$ cat src/rtl/dm_pkg.sv
// Shared types and helpers for the data-memory arbiter.
// Build option: DM_ARB_SPLIT_EN (see dm_arbiter.sv).
package dm_pkg;

  typedef enum logic [2:0] {
    DM_WORD  = 3'd0,
    DM_HALF  = 3'd1,
    DM_HALFU = 3'd2,
    DM_BYTE  = 3'd3,
    DM_BYTEU = 3'd4
  } dm_type_e;

  typedef enum logic [1:0] {
    ST_IDLE  = 2'd0,
    ST_BEAT0 = 2'd1,
    ST_BEAT1 = 2'd2,
    ST_RESP  = 2'd3
  } dm_state_e;

  // Word count for the default 7-bit byte address.
  localparam int DM_AW_DEFAULT = 7;
  localparam int MEM_WORDS     = 2 ** (DM_AW_DEFAULT - 2);

  // An access crosses a word boundary and needs a second beat.
  function automatic logic is_split(input logic [2:0] t, input logic [1:0] off);
    logic w_half;
    w_half = (t == DM_HALF) || (t == DM_HALFU);
    return ((t == DM_WORD) && (off != 2'd0)) || (w_half && (off == 2'd3));
  endfunction

endpackage

$ cat src/rtl/dm_lane_align.sv
// Byte-lane steering: store masks/data for both beats, and load merge/extend.
module dm_lane_align
  import dm_pkg::*;
(
  input  logic [2:0]  i_type,
  input  logic [1:0]  i_off,
  input  logic [31:0] i_wdata,
  output logic [3:0]  o_be0,
  output logic [3:0]  o_be1,
  output logic [31:0] o_wdata0,
  output logic [31:0] o_wdata1,
  input  logic [31:0] i_rdata_lo,
  input  logic [31:0] i_rdata_hi,
  output logic [31:0] o_rdata
);

  logic [3:0]  w_size_mask;
  logic [7:0]  w_mask8;
  logic [63:0] w_wide;
  logic [31:0] w_merged;

  always_comb begin
    w_size_mask = 4'b0001;
    case (i_type)
      DM_WORD:           w_size_mask = 4'b1111;
      DM_HALF, DM_HALFU: w_size_mask = 4'b0011;
      default:           w_size_mask = 4'b0001;
    endcase
  end

  // Shifting across 8 lanes yields beat 0 in the low half, beat 1 in the high half.
  assign w_mask8  = {4'b0000, w_size_mask} << i_off;
  assign w_wide   = {32'd0, i_wdata} << {i_off, 3'b000};
  assign o_be0    = w_mask8[3:0];
  assign o_be1    = w_mask8[7:4];
  assign o_wdata0 = w_wide[31:0];
  assign o_wdata1 = w_wide[63:32];

  assign w_merged = 32'({i_rdata_hi, i_rdata_lo} >> {i_off, 3'b000});

  always_comb begin
    o_rdata = {24'd0, w_merged[7:0]};
    case (i_type)
      DM_WORD:  o_rdata = w_merged;
      DM_HALF:  o_rdata = {{16{w_merged[15]}}, w_merged[15:0]};
      DM_HALFU: o_rdata = {16'd0, w_merged[15:0]};
      DM_BYTE:  o_rdata = {{24{w_merged[7]}}, w_merged[7:0]};
      default:  o_rdata = {24'd0, w_merged[7:0]};
    endcase
  end

endmodule

$ cat src/rtl/dm_arbiter.sv
// Two-port round-robin arbiter and beat sequencer for the word data memory.
// DM_ARB_SPLIT_EN defined: misaligned accesses take two beats; undefined: they fault (respN_err).
module dm_arbiter
  import dm_pkg::*;
#(
  parameter int AW = 7,
  parameter int DW = 32
) (
  input  logic          clk,
  input  logic          rstn,
  input  logic          req0_valid,
  output logic          req0_ready,
  input  logic          req0_we,
  input  logic [AW-1:0] req0_addr,
  input  logic [2:0]    req0_type,
  input  logic [DW-1:0] req0_wdata,
  output logic          resp0_valid,
  output logic [DW-1:0] resp0_rdata,
  input  logic          req1_valid,
  output logic          req1_ready,
  input  logic          req1_we,
  input  logic [AW-1:0] req1_addr,
  input  logic [2:0]    req1_type,
  input  logic [DW-1:0] req1_wdata,
  output logic          resp1_valid,
  output logic [DW-1:0] resp1_rdata,
  output logic [AW-3:0] mem_addr,
  output logic          mem_we,
  output logic [3:0]    mem_be,
  output logic [DW-1:0] mem_wdata,
  input  logic [DW-1:0] mem_rdata,
`ifndef DM_ARB_SPLIT_EN
  output logic          resp0_err,
  output logic          resp1_err,
`endif
  output logic [1:0]    o_dbg_state
);

  // Handshake: a request transfers on a rising edge where reqN_valid and reqN_ready
  // are both high. ready is only offered in IDLE, to the granted port, outside reset;
  // a waiting requester holds valid and its payload stable until it sees ready.

  dm_state_e     r_state, w_next;
  logic          r_last_grant, r_port, r_we, r_split;
  logic [AW-1:0] r_addr;
  logic [2:0]    r_type;
  logic [31:0]   r_wdata, r_lo;
  logic          r_resp_valid0, r_resp_valid1;
  logic [31:0]   r_resp_rdata0, r_resp_rdata1;

  logic          w_grant, w_accept, w_in_split;
  logic [AW-1:0] w_in_addr;
  logic [2:0]    w_in_type;
  logic          w_do_split, w_fault;
  logic [AW-3:0] w_word_idx;
  logic [3:0]    w_be0, w_be1;
  logic [31:0]   w_wd0, w_wd1, w_lo, w_align_rdata, w_resp_data;

  // Contention goes to the port that did not win last; a lone requester always wins.
  assign w_grant    = (req0_valid && req1_valid) ? ~r_last_grant : req1_valid;
  assign w_accept   = rstn && (r_state == ST_IDLE) && (req0_valid || req1_valid);
  assign req0_ready = w_accept && !w_grant;
  assign req1_ready = w_accept && w_grant;

  assign w_in_addr  = w_grant ? req1_addr : req0_addr;
  assign w_in_type  = w_grant ? req1_type : req0_type;
  assign w_in_split = is_split(w_in_type, w_in_addr[1:0]);

`ifdef DM_ARB_SPLIT_EN
  assign w_do_split = r_split;
  assign w_fault    = 1'b0;
`else
  assign w_do_split = 1'b0;
  assign w_fault    = r_split;
`endif

  assign w_word_idx = r_addr[AW-1:2];
  assign w_lo       = w_do_split ? r_lo : mem_rdata;

  dm_lane_align u_align (
    .i_type     (r_type),
    .i_off      (r_addr[1:0]),
    .i_wdata    (r_wdata),
    .o_be0      (w_be0),
    .o_be1      (w_be1),
    .o_wdata0   (w_wd0),
    .o_wdata1   (w_wd1),
    .i_rdata_lo (w_lo),
    .i_rdata_hi (mem_rdata),
    .o_rdata    (w_align_rdata)
  );

  assign w_resp_data = (r_we || w_fault) ? 32'd0 : w_align_rdata;

  always_comb begin
    w_next    = r_state;
    mem_addr  = '0;
    mem_we    = 1'b0;
    mem_be    = 4'b0000;
    mem_wdata = '0;
    case (r_state)
      ST_IDLE: begin
        if (w_accept) w_next = ST_BEAT0;
      end
      ST_BEAT0: begin
        mem_addr = w_word_idx;
        if (r_we && !w_fault) begin
          mem_we    = 1'b1;
          mem_be    = w_be0;
          mem_wdata = w_wd0;
        end
        w_next = w_do_split ? ST_BEAT1 : ST_RESP;
      end
      ST_BEAT1: begin
        // Natural overflow of the word index wraps the top word to word 0.
        mem_addr = w_word_idx + (AW-2)'(1);
        if (r_we) begin
          mem_we    = 1'b1;
          mem_be    = w_be1;
          mem_wdata = w_wd1;
        end
        w_next = ST_RESP;
      end
      ST_RESP: w_next = ST_IDLE;
      default: w_next = ST_IDLE;
    endcase
  end

  always_ff @(posedge clk) begin
    if (!rstn) begin
      r_state       <= ST_IDLE;
      r_last_grant  <= 1'b1;
      r_port        <= 1'b0;
      r_we          <= 1'b0;
      r_split       <= 1'b0;
      r_addr        <= '0;
      r_type        <= '0;
      r_wdata       <= '0;
      r_lo          <= '0;
      r_resp_valid0 <= 1'b0;
      r_resp_valid1 <= 1'b0;
      r_resp_rdata0 <= '0;
      r_resp_rdata1 <= '0;
    end else begin
      r_state       <= w_next;
      r_resp_valid0 <= 1'b0;
      r_resp_valid1 <= 1'b0;
      if (w_accept) begin
        r_we         <= w_grant ? req1_we : req0_we;
        r_wdata      <= w_grant ? req1_wdata : req0_wdata;
        r_addr       <= w_in_addr;
        r_type       <= w_in_type;
        r_split      <= w_in_split;
        r_port       <= w_grant;
        r_last_grant <= w_grant;
      end
      if (r_state == ST_BEAT1) r_lo <= mem_rdata;
      if (r_state == ST_RESP) begin
        if (r_port) begin
          r_resp_valid1 <= 1'b1;
          r_resp_rdata1 <= w_resp_data;
        end else begin
          r_resp_valid0 <= 1'b1;
          r_resp_rdata0 <= w_resp_data;
        end
      end
    end
  end

`ifndef DM_ARB_SPLIT_EN
  logic r_err0, r_err1;

  always_ff @(posedge clk) begin
    if (!rstn) begin
      r_err0 <= 1'b0;
      r_err1 <= 1'b0;
    end else begin
      r_err0 <= (r_state == ST_RESP) && !r_port && w_fault;
      r_err1 <= (r_state == ST_RESP) && r_port && w_fault;
    end
  end

  assign resp0_err = r_err0;
  assign resp1_err = r_err1;
`endif

  assign resp0_valid = r_resp_valid0;
  assign resp1_valid = r_resp_valid1;
  assign resp0_rdata = r_resp_rdata0;
  assign resp1_rdata = r_resp_rdata1;
  assign o_dbg_state = r_state;

endmodule

$ cat config.mk
export PLATFORM = sky130hd
export DESIGN_NAME = dm_arbiter
export DESIGN_NICKNAME = d
export VERILOG_FILES = /design/src/rtl/dm_pkg.sv /design/src/rtl/dm_lane_align.sv /design/src/rtl/dm_arbiter.sv
export SDC_FILE = /design/constraint.sdc
export NUM_CORES = 1
export LEC_CHECK = 0
export CAP_MARGIN = 20
export CORE_MARGIN = 4
export CORE_UTILIZATION = 50
export CTS_CLUSTER_DIAMETER = 80
export DETAILED_ROUTE_END_ITERATION = 16
export PLACE_DENSITY = 0.87
export SYNTH_ARGS = -nofsm -noshare
export SYNTH_HDL_FRONTEND = slang
export SYNTH_SLANG_ARGS = --single-unit
$ cat constraint.sdc
create_clock -name clk -period 5 [get_ports clk]
set_input_delay 0.5 -clock clk [delete_from_list [all_inputs] [get_ports clk]]
set_output_delay 0.5 -clock clk [all_outputs]
set_load 0.05 [all_outputs]
==> results.md, run 1 <==
* Outcome: finished, final reports clean
* Initial Util at 51.1%
* Pwr/cell area at 458 nW/um2
* Post-synthesis cell type count at 57
* Reg2Reg Depth at 5
* Setup Viol. Count Final at 0
* Antenna Cells at 0
* Setup ws final at 795 ps
* Post-synthesis net count at 867
* Max_cap viols at 0
* Worst slack, placed at 1310 ps
* Post-Route WL at 22200 um
* Synth area leader: dfxtp_1
* Comb pwr share at 40.7%
* Area of the die at 15400 um2
* Async SR Flop Fraction at 0%
* DPL Wire Length at 16000 um
* Fin nets at 1065
* Worst setup SP type: flop
* CTS buffer count at 17
* Post-DR wirelength/cell at 19.7 um
* Worst Path Arrival at 3710 ps
* Synth Register Bits at 116
* I/O pins at 236
* Post-synth EDFFs at 0
* Die W at 124 um
* Final slew viol count at 0
* Slowest cell delay on critical path at 820 ps
* Chip Height at 124 um
* Final hold vios at 0
* Fmax at 238 MHz
* Crit. Startpoint: r_addr[1]
* CP cell instances: nor2b_1 -> nor2b_1 -> a221oi_1 -> nor2b_1 -> clkdlybuf4s50_1
* Internal at 2.69 mW
* GR Util All Layers at 27.8%
* RSZ-0062 raised after global routing: no
* Drt initial violations at 636
* Sw Share at 39.6%
* Min Tclk post-route at 4210 ps
* CTS Sinks at 116
* Via density at 6.03
* Synthesis Warnings at 0
* Mapped Cells at 740
* Hold Path Class: flop to flop
* CTS Buffer Depth at 2
* Finished Core Util at 73.8%
* Number of global-route vias before repair at 6300
* H-tree Lvls at 4
* Core ar. at 13200 um2
* Worst slew margin at 36.0%
* Post-route setup TNS at 0 ps
* Leading cell type in the layout, fill and taps excluded: clkdlybuf4s50_1
* Grt total ovfl at 0
* Area Growth Syn to Fin at 44.6%
* Clock Latency Late Sink at 410 ps
* First-pass GRT wire length at 33100 um
* WS Path Type: flop to primary output
* Post-Synthesis Cell Area at 6730 um2
* Final Wtd Congestion at 0.890
* CP endpoint kind: primary output
* Register area share after synthesis at 34.5%
* CP required at 4500 ps
* IO buf count at 235
* Std cell rows at 42
* Post-route ant nets at 0
* Most frequent cells in the layout: clkdlybuf4s50_1 (234), dfxtp_1 (114), nand2_1 (96)
* Clk pwr share at 29.1%
* Mean Syn Cell Area at 9.10 um2
* Area taken by multi-input logic gates at 4100 um2
* Largest cells by area after synthesis: dfxtp_1 (34%), mux2i_1 (11%), mux2_2 (6.4%)
* Slowest stage cell, crit path: clkdlybuf4s50_1
* Sequential share of power at 30.1%
* Final Power at 4.46 mW
* Worst-path clk slew at 50 ps
* Vias at 6794
* Post-CTS sizing at 0
* FF-to-FF Start: o_dbg_state[0]
* Final critical-path share of the clock period at 84.1%
* Switching power at 1.76 mW
* Drt drc at 0
* Setup Fix Bufs, Post-CTS at 0
* Filler cells at 933
* Antenna violations before repair at 0
* Share of layout cells above drive strength 1 at 9.89%
* Clock Tree Root: clkbuf_16
* Number of hold buffers added after cts at 0
* Most used cell, CP: nor2b_1
* DR pass1 iterations at 5
* Hold WS at 448 ps
* Reg2Reg Setup Slack at 2390 ps
* Setup Skew at 8.53 ps
* Worst R2R End: resp0_rdata[23]
* Crit path max fanout at 23
* Static Leak at 3.84 nW
* VDD IR-drop max at 0.283 mV
* CTS tree: built
* Largest net degree at the start of global routing at 55
* Top cell type's share of synthesized area at 34.5%
* Worst slew pin tran at 960 ps
* CP Capture Point: mem_wdata[20]
* FF+latch area at 2320 um2
* Ys flop type: dfxtp_1
==> Yosys cell counts (all sizes together) (16+ instances only) <==
cell    instances
a221o          16
a221oi         16
a22oi          24
and2           18
buf            33
clkbuf         34
dfxtp         116
mux2           38
mux2i          76
nand2          96
nor2           26
nor2b          17
o211a          41
o211ai         24
o21ai          38
==> logic make-up (layout without fill, tap and decap cells) <==
group	count (synthesis)	count (layout)	synth area share, %
flip-flops	116	116	34.5
AND/OR/NAND/NOR	195	195	14.2
multiplexers	115	115	18.0
adder cells (fa/ha/maj)	5	5	0.929
AO/OA/AOI/OAI	232	232	27.3
buffers and inverters	77	287	5.11
==> through the flow <==
stage	instances	instance area [um2]
after floorplan	740	6730
after global placement	1095	9110
after detailed placement	1095	9110
after CTS	1126	9740
after global routing	1126	9740
final	1126	9740
==> power groups by stage <==
stage	combinational [mW]	clock [mW]	sequential, mW
after global placement	1.76	0	1.35
after global routing	1.94	1.35	1.36
after CTS	1.80	1.31	1.33
final	1.82	1.30	1.34
after detailed placement	1.79	0	1.35
after floorplan	1.27	0	1.33
==> area by class of cell <==
cell class                      instances  area share (%)
Multi-Input combinational cell        547            42.1
Inverter                               10           0.386
Tap cell                              176            2.26
Timing Repair Buffer                  246            25.0
Clock buffer                           20            4.59
Sequential cell                       116            23.9
Clock inverter                         11            1.81
==> worst max-delay path: cells and delay by family (launching register included) <==
kind | cells | cell delay (ps)
AO/OA/AOI/OAI | 1 | 260
buffers and inverters | 1 | 820
flip-flops | 1 | 690
AND/OR/NAND/NOR | 3 | 1520
==> routing by layer <==
layer / share of wire (%) / vias to the layer above / track usage (%)
li1: - / 3186 / -
met1: 39 / 3216 / 33.0
met2: 50 / 350 / 49.2
met3: 9.3 / 42 / 7.40
met4: 2.0 / 0 / 8.01
met5: 0 / - / 0
==> worst min path at each step <==
stage               startpoint               to  slack, ps  cells past startpoint
3_5_place_dp    resp1_rdata[0]   resp1_rdata[0]        440                      2
4_1_cts         resp1_rdata[0]   resp1_rdata[0]        450                      2
5_1_grt        resp0_rdata[13]  resp0_rdata[13]        480                      2
6_report        resp1_rdata[0]   resp1_rdata[0]        450                      2
2_1_floorplan     r_last_grant     r_last_grant        460                      2
3_3_place_gp   resp0_rdata[15]  resp0_rdata[15]        430                      2
==> flip-flops by register name, summed over array words and instances, names as in the netlist <==
signal        flops
o_dbg_state       2
r_addr            7
r_last_grant      1
r_port            1
r_split           1
r_type            3
r_wdata          32
r_we              1
resp0_err         1
resp0_rdata      32
resp0_valid       1
resp1_err         1
resp1_rdata      32
resp1_valid       1
Power figures use the tool's default switching activity.
==> inputs of run 2 (changes only) <==
--- a/config.mk
+++ b/config.mk
@@ -7,10 +7,10 @@
 export LEC_CHECK = 0
 export CAP_MARGIN = 20
 export CORE_MARGIN = 4
-export CORE_UTILIZATION = 50
+export CORE_UTILIZATION = 46
 export CTS_CLUSTER_DIAMETER = 80
 export DETAILED_ROUTE_END_ITERATION = 16
-export PLACE_DENSITY = 0.87
+export PLACE_DENSITY = 0.81
 export SYNTH_ARGS = -nofsm -noshare
 export SYNTH_HDL_FRONTEND = slang
 export SYNTH_SLANG_ARGS = --single-unit
==> constraint.sdc (replaced) <==
create_clock -name clk -period 4.3 [get_ports clk]
set_input_delay 0.43 -clock clk [delete_from_list [all_inputs] [get_ports clk]]
set_output_delay 0.43 -clock clk [all_outputs]
set_load 0.05 [all_outputs]
==> results.md, run 2 (synthesis gave the netlist of run 1 again) <==
* Outcome: finished, final reports clean
* Final Wtd Congestion at 0.884
* Post-Route WL at 22600 um
* Worst Path Arrival at 3460 ps
* Worst slew margin at 41.4%
* Worst-path clk slew at 60 ps
* DR pass1 iterations at 5
* Final hold vios at 0
* CTS tree: built
* H-tree Lvls at 4
* Setup Viol. Count Final at 0
* Post-DR wirelength/cell at 19.9 um
* Die W at 129 um
* GR Util All Layers at 26.1%
* Min Tclk post-route at 3890 ps
* CP bufs+invs at 3
* CTS buffer count at 17
* Crit path max fanout at 11
* DPL Wire Length at 16700 um
* Crit. Startpoint: o_dbg_state[0]
* Most frequent cells in the layout: clkdlybuf4s50_1 (234), dfxtp_1 (114), nand2_1 (96)
* Drt drc at 0
* Share of layout cells above drive strength 1 at 10.7%
* Number of hold buffers added after cts at 0
* Area Growth Syn to Fin at 43.9%
* Post-CTS sizing at 0
* Setup Skew at 4.75 ps
* Area of the die at 16600 um2
* Hold WS at 453 ps
* Slowest cell delay on critical path at 820 ps
* Final slew viol count at 0
* Largest net degree at the start of global routing at 45
* CTS Buffer Depth at 2
* Final critical-path share of the clock period at 90.4%
* FF-to-FF Start: r_addr[1]
* Setup Fix Bufs, Post-CTS at 0
* IO buf count at 235
* Via density at 5.93
* Std cell rows at 43
* Pwr/cell area at 511 nW/um2
* Fin nets at 1070
* Static Leak at 3.81 nW
* Core ar. at 14100 um2
* VDD IR-drop max at 0.355 mV
* Antenna Cells at 0
* Leading cell type in the layout, fill and taps excluded: clkdlybuf4s50_1
* CP endpoint kind: primary output
* Drt initial violations at 612
* Post-route setup TNS at 0 ps
* Initial Util at 47.8%
* Hold path start: resp0_rdata[11]
* Worst slew pin tran at 877 ps
* Fmax at 257 MHz
* Final Power at 4.95 mW
* First-pass GRT wire length at 33900 um
* Number of global-route vias before repair at 6465
* Clock Tree Root: clkbuf_16
* Max_cap viols at 0
* CP cell instances: inv_1 -> ha_1 -> nand3_1 -> buf_4 -> nor2_1 -> a221oi_1 -> nor2b_1 -> clkdlybuf4s50_1
* WS Path Type: flop to primary output
* CP required at 3870 ps
* Vias at 6738
* Clock Latency Late Sink at 420 ps
* Hold Path Class: flop to flop
* I/O pins at 236
* CTS Sinks at 116
* RSZ-0062 raised after global routing: no
* Worst setup SP type: flop
* Slowest stage cell, crit path: clkdlybuf4s50_1
* Chip Height at 129 um
* Grt total ovfl at 0
* Post-route ant nets at 0
* Antenna violations before repair at 0
* Largest delay share family, worst path: buffers and inverters
run 2: changes by cell type in the layout (fill, tap and decap cells not counted):
cell	delta
a21boi_2	+1
a21boi_4	-1
buf_4	+5
bufinv_16	-4
clkbuf_1	-2
clkinv_2	+3
clkinv_4	-1
clkinvlp_4	+3
inv_6	+2
run 2: per-stage QoR:
stage / utilization (%) / area (um2) / cells / worst slack (ps)
2_1_floorplan: - / 6730 / 740 / 1280
3_3_place_gp: 64.9 / 9150 / 1104 / 1000
3_5_place_dp: 64.9 / 9150 / 1104 / 932
4_1_cts: 68.7 / 9690 / 1136 / 464
5_1_grt: 68.7 / 9690 / 1136 / 249
6_report: 68.7 / 9690 / 1136 / 413
run 2: cell type report:
cell class | count | area [um2]
clock buffers | 18 | 439
clock inverters | 14 | 103
fillers | 1166 | 4410
inverters | 10 | 37.5
multi-input cells | 547 | 4090
flip-flops and latches | 116 | 2320
well taps | 180 | 225
repair buffers | 251 | 2470
run 2: layer usage:
metal	up-vias	wire [um]	global-route usage [%]
li1	3209	-	-
met3	40	2240	7.47
met5	-	0	0
met4	0	612	10.9
met1	3141	8800	30.5
met2	348	10900	44.9
run 2: final timing paths:
path / endpoint / slack [ps] / depth (start not counted)
min reg2reg: resp0_rdata[11] / 450 / 2
max: mem_wdata[20] / 410 / 8
max reg2reg: resp1_rdata[21] / 1550 / 5
min: resp0_rdata[11] / 450 / 2
run 2: worst reg2reg max path: cells and delay by family (launching register included):
kind | cells | cell delay, ps
flip-flops | 1 | 500
multiplexers | 1 | 460
buffers and inverters | 1 | 560
AO/OA/AOI/OAI | 3 | 1070
run 2: power by group:
group          switching (mW)  internal, mW  leakage (nW)
registers               0.285          1.26         0.946
clock network           0.534         0.753         0.259
logic                    1.23         0.896          2.61
